**config.mk**
```make
export PLATFORM = sky130hd
export DESIGN_NAME = fp16_mac_ctrl
export DESIGN_NICKNAME = d
export VERILOG_FILES = /design/src/rtl/fp16_mac_ctrl.sv
export SDC_FILE = /design/constraint.sdc
export NUM_CORES = 1
export LEC_CHECK = 0
export ABC_AREA = 1
export CAP_MARGIN = 20
export CORE_ASPECT_RATIO = 1.5
export CORE_MARGIN = 2
export CORE_UTILIZATION = 35
export CTS_CLUSTER_DIAMETER = 80
export DETAILED_ROUTE_END_ITERATION = 7
export HOLD_SLACK_MARGIN = 0.1
export MAX_ROUTING_LAYER = met4
export RECOVER_POWER = 100
export SLEW_MARGIN = 10
export SYNTH_ARGS = -nofsm -noshare
export SYNTH_HDL_FRONTEND = slang
export SYNTH_SLANG_ARGS = --single-unit
```
**constraint.sdc**
```tcl
create_clock -name CLK -period 7.8 [get_ports CLK]
set_input_delay 0.78 -clock CLK [delete_from_list [all_inputs] [get_ports CLK]]
set_output_delay 0.78 -clock CLK [all_outputs]
set_load 0.03 [all_outputs]
```
**src/rtl/fp16_mac_ctrl.sv**
```systemverilog
// Sequencer for an fp16 multiply-accumulate datapath: walks N operand pairs through an
// external multiplier and adder, accumulates the sum and reports it with a done pulse.
module fp16_mac_ctrl #(
   parameter int ADDR_W  = 8,
   parameter int LEN_W   = 8,
   parameter int MUL_LAT = 1,
   parameter int ADD_LAT = 1
) (
   input  logic              CLK,
   input  logic              RESETn,
   input  logic              start,
   input  logic              abort,
   input  logic [ADDR_W-1:0] base_addr,
   input  logic [LEN_W-1:0]  len,
   output logic              rd_en,
   output logic [ADDR_W-1:0] rd_addr,
   input  logic [15:0]       mem_a,
   input  logic [15:0]       mem_b,
   output logic [15:0]       mul_a,
   output logic [15:0]       mul_b,
   input  logic [15:0]       mul_out,
   output logic [15:0]       add_a,
   output logic [15:0]       add_b,
   input  logic [15:0]       add_out,
   output logic              busy,
   output logic              done,
   output logic [15:0]       result
);

   localparam int MAX_LAT = (MUL_LAT > ADD_LAT) ? MUL_LAT : ADD_LAT;
   localparam int CNT_W   = $clog2(MAX_LAT + 1);

   typedef enum logic [2:0] {IDLE, FETCH, LOAD, MWAIT, AWAIT, DONE} state_t;

   state_t            state_q, state_d;
   logic [LEN_W-1:0]  len_q, len_d;
   logic [LEN_W-1:0]  idx_q, idx_d;
   logic [ADDR_W-1:0] base_q, base_d;
   logic [CNT_W-1:0]  cnt_q, cnt_d;
   logic [15:0]       acc_q, acc_d;
   logic              rd_en_q, rd_en_d;
   logic [ADDR_W-1:0] rd_addr_q, rd_addr_d;
   logic [15:0]       mul_a_q, mul_a_d, mul_b_q, mul_b_d;
   logic [15:0]       add_a_q, add_a_d, add_b_q, add_b_d;
   logic              busy_q, busy_d, done_q, done_d;
   logic [15:0]       result_q, result_d;

   always_comb begin
      state_d   = state_q;
      len_d     = len_q;
      idx_d     = idx_q;
      base_d    = base_q;
      cnt_d     = cnt_q;
      acc_d     = acc_q;
      rd_addr_d = rd_addr_q;
      mul_a_d   = mul_a_q;
      mul_b_d   = mul_b_q;
      add_a_d   = add_a_q;
      add_b_d   = add_b_q;
      result_d  = result_q;

      // abort freezes every datapath register and only forces the state home
      if (abort) begin
         state_d = IDLE;
         cnt_d   = '0;
      end else begin
         case (state_q)
            IDLE: begin
               if (start) begin
                  len_d    = len;
                  base_d   = base_addr;
                  acc_d    = 16'h0000;
                  idx_d    = '0;
                  result_d = 16'h0000;
                  state_d  = (len == '0) ? DONE : FETCH;
               end
            end
            FETCH: state_d = LOAD;
            LOAD: begin
               mul_a_d = mem_a;
               mul_b_d = mem_b;
               cnt_d   = '0;
               state_d = MWAIT;
            end
            MWAIT: begin
               if (cnt_q == CNT_W'(MUL_LAT - 1)) begin
                  add_a_d = acc_q;
                  add_b_d = mul_out;
                  cnt_d   = '0;
                  state_d = AWAIT;
               end else begin
                  cnt_d = cnt_q + CNT_W'(1);
               end
            end
            AWAIT: begin
               if (cnt_q == CNT_W'(ADD_LAT - 1)) begin
                  acc_d = add_out;
                  cnt_d = '0;
                  if (idx_q == len_q - LEN_W'(1)) begin
                     state_d = DONE;
                  end else begin
                     idx_d   = idx_q + LEN_W'(1);
                     state_d = FETCH;
                  end
               end else begin
                  cnt_d = cnt_q + CNT_W'(1);
               end
            end
            DONE:    state_d = IDLE;
            default: state_d = IDLE;
         endcase
      end

      // outputs are registered against the state being entered
      rd_en_d = (state_d == FETCH);
      if (state_d == FETCH) begin
         rd_addr_d = base_d + ADDR_W'(idx_d);
      end
      busy_d = (state_d != IDLE);
      done_d = (state_d == DONE);
      if (state_d == DONE) begin
         result_d = acc_d;
      end
   end

   always_ff @(posedge CLK or negedge RESETn) begin
      if (!RESETn) begin
         state_q   <= IDLE;
         len_q     <= '0;
         idx_q     <= '0;
         base_q    <= '0;
         cnt_q     <= '0;
         acc_q     <= 16'h0000;
         rd_en_q   <= 1'b0;
         rd_addr_q <= '0;
         mul_a_q   <= 16'h0000;
         mul_b_q   <= 16'h0000;
         add_a_q   <= 16'h0000;
         add_b_q   <= 16'h0000;
         busy_q    <= 1'b0;
         done_q    <= 1'b0;
         result_q  <= 16'h0000;
      end else begin
         state_q   <= state_d;
         len_q     <= len_d;
         idx_q     <= idx_d;
         base_q    <= base_d;
         cnt_q     <= cnt_d;
         acc_q     <= acc_d;
         rd_en_q   <= rd_en_d;
         rd_addr_q <= rd_addr_d;
         mul_a_q   <= mul_a_d;
         mul_b_q   <= mul_b_d;
         add_a_q   <= add_a_d;
         add_b_q   <= add_b_d;
         busy_q    <= busy_d;
         done_q    <= done_d;
         result_q  <= result_d;
      end
   end

   assign rd_en   = rd_en_q;
   assign rd_addr = rd_addr_q;
   assign mul_a   = mul_a_q;
   assign mul_b   = mul_b_q;
   assign add_a   = add_a_q;
   assign add_b   = add_b_q;
   assign busy    = busy_q;
   assign done    = done_q;
   assign result  = result_q;

endmodule

```
==> impl_results.md <==
* Avg Inst Size Synth at approximately 10 um^2
* Top-area cell type share of the netlist area at 0.568
* Count of different cell masters after synthesis at 31
* Routed length on met1 at between 5 and 6 mm
* Proportion of power drawn by the clock network at 0.236
* Max stage delay on crit path at 1280 ps
* CTS Hold Buffers Added at 0
* Wire length on met3 at 765 um
* Placeable core region at 0.0166 mm^2
* Min-Delay Path Class: flip-flop to flip-flop
* Worst endpoint required time at 8100 ps
* TritonCTS clock tree: yes
* Sequential group share of total power at 0.339
* Number of buffers inserted by post-CTS setup repair at 0
* Antenna violations before repair at 1
* Nets@finish at 850
* Proportion of layout cells with a drive suffix above 1 at 0.130
* Bufs on Longest Clock Path at 2
* Clock slew at the register clock pins of the worst setup and hold paths at 70 ps
* Reg2Reg Capture Point: rd_addr[6]$_DFFE_PN0P_
* Count of fill cells added during filler insertion at between 1.5k and 2k
* Switching share of power at 0.400
* Relative contribution of combinational cells to total power at 0.426
* Violations in the final reports: capacitance limit, slew limit
* Source of the worst register-to-register timing path: state_q[2]$_DFF_PN0_
* Largest net degree at the start of global routing at 80
* Gate count of the mapped netlist at 581
* Length of routed met2 wiring at about 7.8 mm
* Leading area contributor after synthesis: dfrtp_1
* Vias in the first global route at ~5.0k
* Total number of H-tree levels at 4
* Global-route wire length before repair at 24.1 mm
* Top-level port count at between 150 and 200
* Startpoint of the most critical setup path: abort
* Cell-by-cell trace of the critical path: dlygate4sd3_1 > nor2_1 > nand3_1 > mux2_1 > ha_1 > fa_1 > a31oi_1 > o21ai_0 > a21oi_1 > xor2_1 > o21ai_0
* Clock Tree Root: clkbuf_16
* Fmax achieved at 201 MHz
* Fraction of the cycle the final worst path needs at 0.638
* Latest clock arrival within the worst-skew pair at 420 ps
* Post-route worst hold slack at 475 ps
* Destination of the critical timing path: rd_addr[6]$_DFFE_PN0P_
* Transition time of the tightest slew-check pin at slightly above 3000 ps
* Dominant cell type by count on the critical path: o21ai_0
* Cell types occupying the most area after synthesis: dfrtp_1, mux2_2, nand2_1
* Internal Power at 1.93 mW
* Final wirelength at 14.8 mm
* Total number of clock tree sinks at 134
* CP Data Arrival Time at between 5000 and 6000 ps
* Detailed placement HPWL at 10.8 mm
* Max-Cap Viols at 5
* Syn Std Cell Area at roughly 0.0059 mm^2
* Number of clock buffers inserted by TritonCTS at 17
* Leakage component of the power at slightly above 4 nW
* Setup TNS Final at 0 ps
* Sequential cell area fraction in the yosys report at 0.568
* Final setup violation count at 0
* Seq cells post-synth at approximately 130
* Vias at 4690
* Overall overflow remaining after global route at 0
* Die footprint at 0.0179 mm^2
* Antenna viol nets, final at 0
* Average wire per cell in the routed design at 15.1 um
* Power density over cell area at 385 mW/mm^2
* Setup slack of the worst register-to-register path at 3440 ps
* Effective utilization at floorplan at 0.355
* Slew Limit Headroom at -1.05
* Synth-to-layout area growth at 41.4%
* Maximum clock skew at final layout at 17.4 ps
* Startpoint-to-endpoint class of the critical path: primary input to flip-flop
* Category of the worst setup path capture point: flip-flop
* Detail-routed via count per cell at ~4.8
* IR Drop Worst-Case VDD at 0.196 mV
* Total power at between 3 and 4 mW
* Port Buffer Count at 174
* Switching power total at 1.29 mW
* Detailed Routing Iterations Pass 1 at 4
* Period minus WS final at 4980 ps
* Final hold vios at 0
* Length in cells of the worst reg-to-reg path at 10
* Crit start category: primary input
* Setup repair after global routing missed its margin: false
* Cts repair resizes at 0
* Fin util at 0.502
* Top metal layer carrying routed signals: met4
* Die span in y at 163 um
* Slowest library cell on the worst path: nand3_1
* Outcome: finished with violations
* Overall global routing resource usage at 0.179
* Core Rows at 58
* Number of max-slew violations in the final report at ~270
* Nets in the synthesized netlist at 675
* Top fanout value on the critical path at 52
* RD Place Congestion at 0.876
* Number of remaining DRC errors at 0
* Count of warnings emitted by yosys at 0
* Die W at about 110 um
* Drt first-iter violations at around 270
==> placed cells by master, fill, tap and decap left out, types with 5 or more instances in the layout <==
cell type,synthesis,layout
dfrtp_1,134,134
nand2_1,117,122
dlygate4sd3_1,0,92
clkdlybuf4s50_1,0,81
o21ai_0,53,59
mux2_2,61,55
inv_1,50,53
nand3_1,34,34
nor2_1,30,30
a21oi_1,17,17
clkbuf_16,0,17
ha_1,9,9
xor2_1,7,7
inv_6,0,7
mux2_1,0,6
xnor2_1,5,5
==> worst max-delay path: cells and delay by family <==
kind            cells  cell delay [ps]
buf+inv             1              620
compound gates      4              660
simple gates        2             1530
mux                 1              840
fa+ha+maj           2              670
xor+xnor            1              140
==> logic make-up after synthesis <==
group | Yosys count | synth area share
AND/OR/NAND/NOR | 201 | 0.147
flip-flops | 134 | 0.568
AO/OA/AOI/OAI | 83 | 0.0727
buffers and inverters | 80 | 0.0553
multiplexers | 61 | 0.116
XOR/XNOR | 12 | 0.0178
adder cells (fa/ha/maj) | 10 | 0.0225
==> through the flow <==
step / cells / setup slack, ps / instance area (um^2)
3_3_place_gp: 947 / 3240 / 7840
3_5_place_dp: 947 / 3150 / 7840
4_1_cts: 979 / 3600 / 8400
5_1_grt: 980 / 2340 / 8350
2_1_floorplan: 581 / 4630 / 5900
6_report: 980 / 2820 / 8350
==> Yosys cell counts <==
library cell  instances
o21ai_1               7
o21ai_0              53
nor2_4                2
dfrtp_1             134
nand3_1              34
nor2_2                3
a21oi_1              17
mux2_2               61
buf_6                 2
nand2_2               4
o22ai_1               1
xnor2_1               5
clkinv_4              1
nand2_1             117
xor2_1                7
a31oi_1               2
buf_2                 5
o221ai_1              1
nand3b_1              1
fa_1                  1
inv_1                50
nor2_1               30
inv_2                 8
clkbuf_1             13
nand2_4               3
a21o_1                1
a32oi_1               1
buf_1                 1
ha_1                  9
nor3_1                3
nand4_1               4
==> metal layers <==
layer	vias to the layer above	GRT usage
met1	2271	0.201
li1	2250	-
met4	0	0.0639
met5	-	-
met3	16	0.0439
met2	153	0.306
==> worst min-delay path by stage <==
stage	slack [ps]	end	depth (start not counted)	startpoint
finish	480	rd_addr[1]$_DFFE_PN0P_	2	rd_addr[1]$_DFFE_PN0P_
global route	510	add_a[9]$_DFFE_PN0P_	2	add_a[9]$_DFFE_PN0P_
CTS	340	add_b[12]$_DFFE_PN0P_	1	RESETn
detailed placement	470	rd_addr[1]$_DFFE_PN0P_	2	rd_addr[1]$_DFFE_PN0P_
global placement	460	rd_addr[0]$_DFFE_PN0P_	2	rd_addr[0]$_DFFE_PN0P_
floorplan	470	base_q[2]$_DFF_PN0_	1	base_q[2]$_DFF_PN0_
==> layout make-up <==
| type | count | area (um^2) | area share |
|---|---|---|---|
| sequential | 134 | 3350 | 0.402 |
| multi-input combinational | 367 | 2200 | 0.264 |
| timing repair buffer | 177 | 1750 | 0.209 |
| clock buffer | 17 | 425 | 0.0510 |
| tap | 210 | 263 | 0.0315 |
| inverter | 59 | 223 | 0.0267 |
| clock inverter | 15 | 134 | 0.0160 |
| antenna | 1 | 2.50 | 0.000300 |
==> flip-flops by register name, summed over array words and instances, names as in the netlist <==
signal,flops
mul_a,16
busy,1
state_q,3
len_q,8
acc_q,16
add_b,16
base_q,8
idx_q,8
add_a,16
mul_b,16
done,1
rd_addr,8
result,16
rd_en,1
==> power groups by stage <==
stage,logic (mW),registers [mW],clock network [mW]
3_3_place_gp,1.44,1.10,0
5_1_grt,1.49,1.13,0.817
6_report,1.37,1.09,0.758
2_1_floorplan,0.534,1.45,0
3_5_place_dp,1.46,1.11,0
4_1_cts,1.47,1.10,0.780
Power figures use the tool's default switching activity.
